<file path="src/rtl/mem_arbiter_if.sv">
// rtl/mem_arbiter_if.sv - fetch/data request ports and shared memory port of mem_arbiter
// slave is the arbiter's view; master is the surrounding fetch/data/memory side.
interface mem_arbiter_if #(
    parameter int AW = 32,
    parameter int DW = 32
);
    logic          i_req;
    logic [AW-1:0] i_addr;
    logic [DW-1:0] i_rdata;
    logic          i_done;
    logic          i_err;

    logic          d_req;
    logic          d_we;
    logic [AW-1:0] d_addr;
    logic [DW-1:0] d_wdata;
    logic [DW-1:0] d_rdata;
    logic          d_done;
    logic          d_err;

    logic          mem_req;
    logic          mem_we;
    logic [AW-1:0] mem_addr;
    logic [DW-1:0] mem_wdata;
    logic [DW-1:0] mem_rdata;
    logic          mem_ack;

    logic          owner;

    modport slave (
        input  i_req, i_addr,
        output i_rdata, i_done, i_err,
        input  d_req, d_we, d_addr, d_wdata,
        output d_rdata, d_done, d_err,
        output mem_req, mem_we, mem_addr, mem_wdata,
        input  mem_rdata, mem_ack,
        output owner
    );

    modport master (
        output i_req, i_addr,
        input  i_rdata, i_done, i_err,
        output d_req, d_we, d_addr, d_wdata,
        input  d_rdata, d_done, d_err,
        input  mem_req, mem_we, mem_addr, mem_wdata,
        output mem_rdata, mem_ack,
        input  owner
    );
endinterface

</file>
<file path="src/rtl/mem_arbiter.sv">
// rtl/mem_arbiter.sv - round-robin arbiter of a fetch port and a data port onto one memory port
// Every output is a register; the comb process computes the next value of each one.
module mem_arbiter #(
    parameter int AW      = 32,
    parameter int DW      = 32,
    parameter int TIMEOUT = 15
) (
    input  logic         clk,
    input  logic         reset,
    mem_arbiter_if.slave bus
);

    typedef enum logic [1:0] {
        IDLE   = 2'd0,
        ACCESS = 2'd1,
        RESP   = 2'd2
    } state_t;

    localparam logic [7:0] LAST_CNT = 8'(TIMEOUT - 1);

    state_t        state_q, state_d;
    logic [7:0]    cnt_q, cnt_d;
    logic          owner_q, owner_d;
    logic          mem_req_q, mem_req_d;
    logic          mem_we_q, mem_we_d;
    logic [AW-1:0] mem_addr_q, mem_addr_d;
    logic [DW-1:0] mem_wdata_q, mem_wdata_d;
    logic [DW-1:0] i_rdata_q, i_rdata_d;
    logic [DW-1:0] d_rdata_q, d_rdata_d;
    logic          i_done_q, i_done_d;
    logic          d_done_q, d_done_d;
    logic          i_err_q, i_err_d;
    logic          d_err_q, d_err_d;
    logic          grant_data;

    always_ff @(posedge clk or negedge reset) begin
        if (!reset) begin
            state_q     <= IDLE;
            cnt_q       <= '0;
            owner_q     <= 1'b1;
            mem_req_q   <= 1'b0;
            mem_we_q    <= 1'b0;
            mem_addr_q  <= '0;
            mem_wdata_q <= '0;
            i_rdata_q   <= '0;
            d_rdata_q   <= '0;
            i_done_q    <= 1'b0;
            d_done_q    <= 1'b0;
            i_err_q     <= 1'b0;
            d_err_q     <= 1'b0;
        end else begin
            state_q     <= state_d;
            cnt_q       <= cnt_d;
            owner_q     <= owner_d;
            mem_req_q   <= mem_req_d;
            mem_we_q    <= mem_we_d;
            mem_addr_q  <= mem_addr_d;
            mem_wdata_q <= mem_wdata_d;
            i_rdata_q   <= i_rdata_d;
            d_rdata_q   <= d_rdata_d;
            i_done_q    <= i_done_d;
            d_done_q    <= d_done_d;
            i_err_q     <= i_err_d;
            d_err_q     <= d_err_d;
        end
    end

    always_comb begin
        state_d     = state_q;
        cnt_d       = cnt_q;
        owner_d     = owner_q;
        mem_req_d   = mem_req_q;
        mem_we_d    = mem_we_q;
        mem_addr_d  = mem_addr_q;
        mem_wdata_d = mem_wdata_q;
        i_rdata_d   = i_rdata_q;
        d_rdata_d   = d_rdata_q;
        i_done_d    = 1'b0;
        d_done_d    = 1'b0;
        i_err_d     = 1'b0;
        d_err_d     = 1'b0;
        // On a tie the port that did not hold the last grant wins.
        grant_data  = bus.d_req && (!bus.i_req || !owner_q);

        case (state_q)
            IDLE: begin
                if (bus.i_req || bus.d_req) begin
                    owner_d   = grant_data;
                    mem_req_d = 1'b1;
                    cnt_d     = '0;
                    if (grant_data) begin
                        mem_we_d    = bus.d_we;
                        mem_addr_d  = bus.d_addr;
                        mem_wdata_d = bus.d_wdata;
                    end else begin
                        mem_we_d    = 1'b0;
                        mem_addr_d  = bus.i_addr;
                    end
                    state_d = ACCESS;
                end
            end

            ACCESS: begin
                if (bus.mem_ack) begin
                    // A late ack on the final counted cycle still counts as success.
                    mem_req_d = 1'b0;
                    state_d   = RESP;
                    if (owner_q) begin
                        d_done_d = 1'b1;
                        if (!mem_we_q) d_rdata_d = bus.mem_rdata;
                    end else begin
                        i_done_d  = 1'b1;
                        i_rdata_d = bus.mem_rdata;
                    end
                end else if (cnt_q == LAST_CNT) begin
                    mem_req_d = 1'b0;
                    state_d   = RESP;
                    if (owner_q) begin
                        d_done_d  = 1'b1;
                        d_err_d   = 1'b1;
                        d_rdata_d = '0;
                    end else begin
                        i_done_d  = 1'b1;
                        i_err_d   = 1'b1;
                        i_rdata_d = '0;
                    end
                end else begin
                    cnt_d = cnt_q + 8'd1;
                end
            end

            RESP: begin
                state_d = IDLE;
            end

            default: begin
                state_d = IDLE;
            end
        endcase
    end

    assign bus.mem_req   = mem_req_q;
    assign bus.mem_we    = mem_we_q;
    assign bus.mem_addr  = mem_addr_q;
    assign bus.mem_wdata = mem_wdata_q;
    assign bus.i_rdata   = i_rdata_q;
    assign bus.d_rdata   = d_rdata_q;
    assign bus.i_done    = i_done_q;
    assign bus.d_done    = d_done_q;
    assign bus.i_err     = i_err_q;
    assign bus.d_err     = d_err_q;
    assign bus.owner     = owner_q;

endmodule

</file>
<file path="src/flat_wrapper.sv">
// flat-port wrapper written by rule: the top's interface ports become plain ports
module mem_arbiter_flat 
#(
    parameter int AW      = 32,
    parameter int DW      = 32,
    parameter int TIMEOUT = 15
)
  (clk, reset, bus_i_req, bus_i_addr, bus_i_rdata, bus_i_done, bus_i_err, bus_d_req, bus_d_we, bus_d_addr, bus_d_wdata, bus_d_rdata, bus_d_done, bus_d_err, bus_mem_req, bus_mem_we, bus_mem_addr, bus_mem_wdata, bus_mem_rdata, bus_mem_ack, bus_owner);
  mem_arbiter_if #(.AW(AW), .DW(DW)) bus_i ();
  input  logic clk;
  input  logic reset;
  input wire logic [$bits(bus_i.i_req)-1:0] bus_i_req;
  input wire logic [$bits(bus_i.i_addr)-1:0] bus_i_addr;
  output wire logic [$bits(bus_i.i_rdata)-1:0] bus_i_rdata;
  output wire logic [$bits(bus_i.i_done)-1:0] bus_i_done;
  output wire logic [$bits(bus_i.i_err)-1:0] bus_i_err;
  input wire logic [$bits(bus_i.d_req)-1:0] bus_d_req;
  input wire logic [$bits(bus_i.d_we)-1:0] bus_d_we;
  input wire logic [$bits(bus_i.d_addr)-1:0] bus_d_addr;
  input wire logic [$bits(bus_i.d_wdata)-1:0] bus_d_wdata;
  output wire logic [$bits(bus_i.d_rdata)-1:0] bus_d_rdata;
  output wire logic [$bits(bus_i.d_done)-1:0] bus_d_done;
  output wire logic [$bits(bus_i.d_err)-1:0] bus_d_err;
  output wire logic [$bits(bus_i.mem_req)-1:0] bus_mem_req;
  output wire logic [$bits(bus_i.mem_we)-1:0] bus_mem_we;
  output wire logic [$bits(bus_i.mem_addr)-1:0] bus_mem_addr;
  output wire logic [$bits(bus_i.mem_wdata)-1:0] bus_mem_wdata;
  input wire logic [$bits(bus_i.mem_rdata)-1:0] bus_mem_rdata;
  input wire logic [$bits(bus_i.mem_ack)-1:0] bus_mem_ack;
  output wire logic [$bits(bus_i.owner)-1:0] bus_owner;
  assign bus_i.i_req = bus_i_req;
  assign bus_i.i_addr = bus_i_addr;
  assign bus_i_rdata = bus_i.i_rdata;
  assign bus_i_done = bus_i.i_done;
  assign bus_i_err = bus_i.i_err;
  assign bus_i.d_req = bus_d_req;
  assign bus_i.d_we = bus_d_we;
  assign bus_i.d_addr = bus_d_addr;
  assign bus_i.d_wdata = bus_d_wdata;
  assign bus_d_rdata = bus_i.d_rdata;
  assign bus_d_done = bus_i.d_done;
  assign bus_d_err = bus_i.d_err;
  assign bus_mem_req = bus_i.mem_req;
  assign bus_mem_we = bus_i.mem_we;
  assign bus_mem_addr = bus_i.mem_addr;
  assign bus_mem_wdata = bus_i.mem_wdata;
  assign bus_i.mem_rdata = bus_mem_rdata;
  assign bus_i.mem_ack = bus_mem_ack;
  assign bus_owner = bus_i.owner;
  mem_arbiter #(.AW(AW), .DW(DW), .TIMEOUT(TIMEOUT)) u_core (.clk(clk), .reset(reset), .bus(bus_i));
endmodule
</file>
<file path="config.mk">
export PLATFORM = sky130hd
export DESIGN_NAME = mem_arbiter_flat
export DESIGN_NICKNAME = d
export VERILOG_FILES = /design/src/rtl/mem_arbiter_if.sv /design/src/rtl/mem_arbiter.sv /design/src/flat_wrapper.sv
export SDC_FILE = /design/constraint.sdc
export NUM_CORES = 1
export LEC_CHECK = 0
export ABC_CLOCK_PERIOD_IN_PS = 5390
export CAP_MARGIN = 40
export CORE_MARGIN = 3
export CORE_UTILIZATION = 37
export CTS_CLUSTER_DIAMETER = 40
export CTS_CLUSTER_SIZE = 16
export DETAILED_ROUTE_END_ITERATION = 8
export PLACE_DENSITY = 0.81
export SETUP_SLACK_MARGIN = 0.15
export SLEW_MARGIN = 20
export SYNTH_ARGS = -nofsm -noshare
export SYNTH_HDL_FRONTEND = slang
export SYNTH_SLANG_ARGS = --single-unit
</file>
<file path="constraint.sdc">
create_clock -name clk -period 5.39 [get_ports clk]
set_input_delay 1.078 -clock clk [delete_from_list [all_inputs] [get_ports clk]]
set_output_delay 1.078 -clock clk [all_outputs]
set_load 0.1 [all_outputs]
</file>
# Word-level counts from Yosys, hierarchy flattened
# Index checks and enable logic that the tools add are counted.
# op_classes
addsub,1
multipliers,0
div_mod_pow,0
magnitude_cmp,0
eq_ne,7
shifts,0
muxes,35
bitwise,1
n_reduce_logical,15
# ops
op,n
2-to-1 mux 32 bit,10
2-to-1 mux 8 bit,3
2-to-1 mux 1 bit,16
case mux 8 bit (2 select lines),1
AND reduction 3 bit,3
adder 8 x 1 -> 8 bit (second input constant),1
equality test 8 x 4 -> 1 bit (second input constant),1
AND reduction 4 bit,2
2-to-1 mux 2 bit,3
!= test 2 bit (second input constant),3
case mux 2 bit (2 select lines),1
AND reduction 2 bit,2
nonzero test 2 bit,2
!= test 3 x 2 -> 1 bit (second input constant),1
equality test 2 x 1 -> 1 bit (second input constant),1
zero test 1 bit,2
zero test 2 bit,1
logical OR 1 bit,2
!= test 2 x 1 -> 1 bit (second input constant),1
case mux 1 bit (2 select lines),1
logical AND 1 bit,1
NOT 1 bit,1
# totals
reg_bits,145
latchBits,0
ramBits,0
mem_bits_ro,0
in_bits,134
out_inout_bits,135
elab_cells,72
memories,0

# Depth between registers and ports, before layout
# Gate-level depths: netlist of run 1.
# depth
depth_word,4
ltp_mapped,8
ltp_nobuf,7

# Least setup slack after synthesis of run 1
# No wires, ideal clock.
# synth_timing
kind,input-to-reg
start,input port bus_d_req
end,"register u_core.mem_wdata_q[10], in the netlist u_core.bus.mem_wdata[10]"
setup_ps,126
t_arrival_ps,2079
t_required_ps,5264
slack_ps,3186
cell_stages,5
path_buffers,2
cell_sequence,a21boi_0 buf_2 nand2_1 buf_2 mux2_2
# synth_between
elab_chain_len,2
elab_cells_between_ends,3
cone_classes,reduce/logical: 3
# synth_rtl
item,line,source
from (decl),flat_wrapper.sv:17,input wire logic [$bits(bus_i.d_req)-1:0] bus_d_req;
logical OR 1 bit / logical AND 1 bit (equally long branches),"mem_arbiter.sv:87, mem_arbiter.sv:83",
AND reduction 3 bit (no line) (*),n/a,
to (signal assigned),mem_arbiter.sv:58,mem_wdata_q <= mem_wdata_d;
to (decl),mem_arbiter.sv:27,"logic [DW-1:0] mem_wdata_q, mem_wdata_d;"
# Every way passes the cells marked *; elsewhere a longest branch is shown, timed or not.
# A chain may end at the register's enable or synchronous reset.

# Final worst setup path of run 1
# layout_timing
start,"register u_core.owner_q, in the netlist u_core.bus.owner"
end,output port bus_owner
# layout_rtl
item,line,source
from (decl),mem_arbiter.sv:23,"logic owner_q, owner_d;"
from (signal assigned),mem_arbiter.sv:54,owner_q <= owner_d;
to (decl),flat_wrapper.sv:30,output wire logic [$bits(bus_i.owner)-1:0] bus_owner;
# No word-level cell between the ends.

==> summary.md, run 1 <==
| Metric | Value |
|---|---|
| Status | `finished, final reports clean` |
| Post-synthesis sequential area ratio | `63.8%` |
| Pre-antenna DRT Iters | `5` |
| Via Count | `5426` |
| Core area | `14800 µm²` |
| Unrepaired setup endpoints after global routing | `false` |
| Number of diodes | `0` |
| Area Overhead vs Synth | `107%` |
| Count of cell types in the netlist | `37` |
| Multi-input logic area | `1930 µm²` |
| Die area | `16900 µm²` |
| Hold crit path type | `flip-flop to flip-flop` |
| Hold path depth | `2` |
| CTS resizes | `0` |
| Detailed Route Iter0 Violations | `365` |
| Clock-pin slew on the worst setup and hold paths | `60 ps` |
| CTS Buffer Depth | `2` |
| Largest net degree at the start of global routing | `69` |
| Fillers | `742` |
| Vias/cell | `5.27` |
| Final TNS setup | `0 ps` |
| IO buf count | `268` |
| DIE WIDTH | `130 µm` |
| Mapped Nets | `565` |
| Clk_skew | `8.77 ps` |
| Floorplan row count | `44` |
| Clock sink count | `145` |
| Nets | `968` |
| Setup violators final | `0` |
| Vias in the first global route | `6022` |
| Most common flop cell mapped by yosys | `dfrtp_1` |
| Required @ worst endpoint | `4310 ps` |
| Effective utilization at floorplan | `38.4%` |
| Critical path endpoint category | `output pin` |
| Final worst path period need | `2910 ps` |
| Max Freq | `344 MHz` |
| WL/cell | `20.3 µm` |
| CTS H-tree depth | `4` |
| Synthesized instance count | `429` |
| Final hold vios | `0` |
| Die Height | `130 µm` |
| Yosys top cell by area | `dfrtp_1` |
| I/O pins | `269` |
| Root Buffer | `clkbuf_16` |
| Final period util | `54.0%` |
| Async S/R FF share, synth | `100%` |
| Share of layout cells above drive strength 1 | `25.6%` |
| DRT Wirelength | `20.9 mm` |
| Synthesized area | `5690 µm²` |
| Synth Register Bits | `145` |
| Mean Syn Cell Area | `13.3 µm²` |
| Antenna violation net count after detailed routing | `0` |
| Main area contributors after synthesis | `dfrtp_1 (63%), a22o_1 (9.8%), mux2_2 (6.3%)` |
| DRC violations left | `0` |
| Max-cap viol count | `0` |
| Post-CTS setup buffer count | `0` |
| Slew @ Worst Pin | `607 ps` |
| Fin area | `11800 µm²` |
| Max-slew violation count | `0` |
| CTS tree | `built` |
| EDFF count, synth | `0` |
| Initial antenna violation count | `0` |
| DP HPWL | `15.6 mm` |
| Clk_lat worst skew | `410 ps` |
| Ys Warns | `0` |
| CP Class | `flip-flop to output pin` |
| Inserted Clock Buffers | `17` |
| First-pass GRT wire length | `33.0 mm` |
| CP Launch Type | `flip-flop` |
| Share of the synthesized area in the top cell type | `63.3%` |
| Reg area | `3630 µm²` |
| RD Place Congestion | `0.868` |
| Crit Path Max Fanout | `7` |
| Tot GR Track Use | `25.6%` |
| WP data arrival | `1830 ps` |
| Max_slew headroom | `59.5%` |
| CTS Hold Bufs | `0` |
| Worst Reg-to-Reg Cells | `7` |
| Placed cell areas | `11200 µm²` |
| Total grt overflow | `0` |
## sequential cells by signal, indices dropped and copies added (netlist names)
name and count:
u_core.bus.d_done 1, u_core.bus.d_err 1, u_core.bus.d_rdata 32, u_core.bus.i_done 1, u_core.bus.i_err 1, u_core.bus.i_rdata 32
u_core.bus.mem_addr 32, u_core.bus.mem_req 1, u_core.bus.mem_wdata 32, u_core.bus.mem_we 1, u_core.bus.owner 1, u_core.cnt_q 8
u_core.state_q 2
## cells in the final DEF, fill, tap and decap left out, types with 2 or more instances in the layout
cell / instances
o21ai_0: 36
and3_1: 2
buf_8: 88
nor3_1: 3
mux2i_1: 32
buf_4: 6
clkinv_2: 3
clkinvlp_4: 6
mux2_2: 32
buf_16: 50
bufinv_16: 2
a22o_1: 64
nand2_1: 38
inv_1: 5
nand2b_1: 2
clkdlybuf4s50_1: 267
ha_1: 2
a31oi_1: 2
o21a_1: 2
nand3_1: 5
dfrtp_1: 144
clkbuf_16: 17
nor2_1: 6
a21oi_1: 3
a211o_1: 3
clkbuf_1: 2
## critical path: stages, from the launching register on
cell             delay, ps
dfstp_2                620
clkdlybuf4s50_1        600
buf_16                 190
## per-stage QoR
step | cells | util [%] | hold WS [ps] | worst slack (ps)
after detailed placement | 997 | 75.9 | 474 | 2350
after CTS | 1029 | 79.7 | 488 | 2470
after floorplan | 429 | - | 465 | 3190
after global placement | 859 | 57.7 | 462 | 2350
final | 1029 | 79.7 | 491 | 2480
after global routing | 1029 | 79.7 | 521 | 2430
## cell usage after synthesis (all sizes together), types with 5 or more instances
master  count
dfrtp     144
a22o       64
nand2      38
o21ai      37
mux2       32
mux2i      32
clkbuf     17
buf        11
nor2        7
inv         5
nand3       5
## area by class of cell
class                      instances  area share (%)
sequential                       145            30.7
clock buffer                      19            3.67
multi-input combinational        251            16.4
clock inverter                    13            1.17
timing repair buffer             412            46.0
tap                              184            1.95
inverter                           5           0.159
## final timing paths
path / from / slack [ps] / endpoint
min in group asynchronous: reset / 590 / u_core.bus.i_rdata[23]
setup / recovery: u_core.bus.owner / 2480 / bus_owner
max in group asynchronous: reset / 3570 / u_core.bus.mem_wdata[30]
hold / removal: u_core.bus.mem_addr[29] / 490 / u_core.bus.mem_addr[29]
hold reg to reg: u_core.bus.mem_addr[29] / 490 / u_core.bus.mem_addr[29]
setup reg to reg: u_core.cnt_q[0] / 3080 / u_core.bus.i_rdata[21]
## cell families (layout without fill, tap and decap cells)
group	count (synthesis)	after routing	share of synthesized area, %
buf+inv	33	449	2.86
mux	64	64	12.0
compound gates	120	120	15.7
simple gates	65	65	5.30
flops	145	145	63.8
fa+ha+maj	2	2	0.439
## metal layers
layer,GRT usage (%),up-vias,wire [µm]
li1,-,2378,-
met1,29.0,2667,7670
met4,12.1,2,782
met3,7.49,55,1600
met5,0,-,11
met2,44.3,324,10900
Power of run 1 is not shown: default switching activity piles up to over one toggle a cycle in this logic, so the estimate is an artifact.
==> inputs of run 2 (changes only) <==
ABC_CLOCK_PERIOD_IN_PS = 2550   (was 5390)
PLACE_DENSITY = 0.83   (was 0.81)
clock period = 2.55 ns   (was 5.39 ns; I/O delays follow)
==> run 2 against run 1 <==
Via count down 14%. Core utilization fell by 20 points. Die area stayed put. Register-to-register slack got worse by 2600 ps. Critical path depth rose by 5. Setup slack lost 2000 ps. Sequential share of layout area is 10 points higher. Hold slack lost 440 ps. Cell area decreased by 25%. Count of clock-buffer cells in the layout unchanged. Critical path type is now flip-flop to flip-flop. Highest routed layer unchanged.
==> summary.md, run 2 (synthesis gave the netlist of run 1 again) <==
| Metric | Value |
|---|---|
| Status | `finished, final reports clean` |
| Clock sink count | `145` |
| Effective utilization at floorplan | `38.4%` |
| Antenna violation net count after detailed routing | `0` |
| CP Launch Type | `flip-flop` |
| Share of layout cells above drive strength 1 | `30.6%` |
| CTS H-tree depth | `4` |
| First-pass GRT wire length | `24.8 mm` |
| Total grt overflow | `0` |
| Hold crit path type | `input pin to asynchronous set/reset pin` |
| CTS Hold Bufs | `0` |
| Final period util | `82.1%` |
| I/O pins | `269` |
| Detailed Route Iter0 Violations | `219` |
| Die area | `16900 µm²` |
| DRC violations left | `0` |
| Post-CTS setup buffer count | `0` |
| Core area | `14800 µm²` |
| Max-slew violation count | `0` |
| Max-cap viol count | `0` |
| Max Freq | `477 MHz` |
| Core Util, Final | `60.1%` |
| Largest net degree at the start of global routing | `69` |
| Critical path endpoint category | `flip-flop` |
| Slew @ Worst Pin | `512 ps` |
| Clk_lat worst skew | `420 ps` |
| WP data arrival | `2390 ps` |
| Placed cell areas | `8290 µm²` |
| Fin area | `8900 µm²` |
| Setup violators final | `0` |
| Commonest non-fill, non-tap cell in the layout | `dfrtp_1` |
| Initial antenna violation count | `0` |
| Required @ worst endpoint | `2850 ps` |
| DP HPWL | `11.9 mm` |
| Crit Path Max Fanout | `33` |
| Clk_skew | `8.61 ps` |
| Pre-antenna DRT Iters | `4` |
| DRT Wirelength | `16.0 mm` |
| Nets | `833` |
| IO buf count | `268` |
| DIE WIDTH | `130 µm` |
| RD Place Congestion | `0.825` |
| Die Height | `130 µm` |
| Inserted Clock Buffers | `17` |
| Max_slew headroom | `65.9%` |
| Vias/cell | `5.20` |
| Unrepaired setup endpoints after global routing | `false` |
| CTS resizes | `0` |
| CP Class | `flip-flop to flip-flop` |
| Clock-pin slew on the worst setup and hold paths | `60 ps` |
| CTS Buffer Depth | `2` |
| Most frequent cells in the layout | `dfrtp_1 (144), buf_4 (139), clkdlybuf4s50_1 (132)` |
| Floorplan row count | `44` |
| Final hold vios | `0` |
| CTS tree | `built` |
| Number of diodes | `0` |
| Root Buffer | `clkbuf_16` |
| WL/cell | `17.9 µm` |
| Via Count | `4653` |
| Final TNS setup | `0 ps` |
| Final worst path period need | `2090 ps` |
| Area Overhead vs Synth | `56.4%` |
| Vias in the first global route | `4796` |
| Tot GR Track Use | `18.9%` |
[run 2: critical path: stages (launching register included)]
cell     delay [ps]
dfrtp_1         450
inv_1           100
ha_1            140
nor3b_2         300
a21oi_2         120
or3_1           320
buf_4           250
a22o_1          290
[run 2: worst paths after layout]
check | start | to | slack (ps) | cells after the start
setup / recovery | u_core.cnt_q[0] | u_core.bus.i_rdata[10] | 460 | 7
hold / removal | reset | u_core.bus.i_rdata[27] | 50 | 1
setup reg to reg | u_core.cnt_q[0] | u_core.bus.i_rdata[10] | 460 | 7
hold reg to reg | u_core.bus.mem_addr[27] | u_core.bus.mem_addr[27] | 480 | 2
max in group asynchronous | reset | u_core.bus.owner | 1850 | 2
min in group clk | u_core.bus.mem_addr[27] | u_core.bus.mem_addr[27] | 480 | 2
[run 2: routing by layer]
metal | up-vias | share of wire (%) | track usage, %
met5 | - | 0.050 | 0
li1 | 2103 | - | -
met3 | 26 | 11 | 7.90
met4 | 2 | 1.9 | 7.76
met1 | 2268 | 38 | 22.1
met2 | 254 | 49 | 30.6
[run 2: layout make-up]
class                   count  area, µm²
clock buffers              19        443
inverters                   5       18.8
clock inverters            13        176
well taps                 184        230
fillers                  1158       5900
multi-input cells         251       1930
repair buffers            277       2480
flip-flops and latches    145       3630
[run 2: stage by stage]
stage                     cells  setup WS [ps]  hold WS, ps
after floorplan             429            496          214
after detailed placement    862            361          471
after CTS                   894            456         54.5
after global routing        894            327         75.9
after global placement      862            405          464
final                       894            455         46.9
Power of run 2 is left out for the same reason.
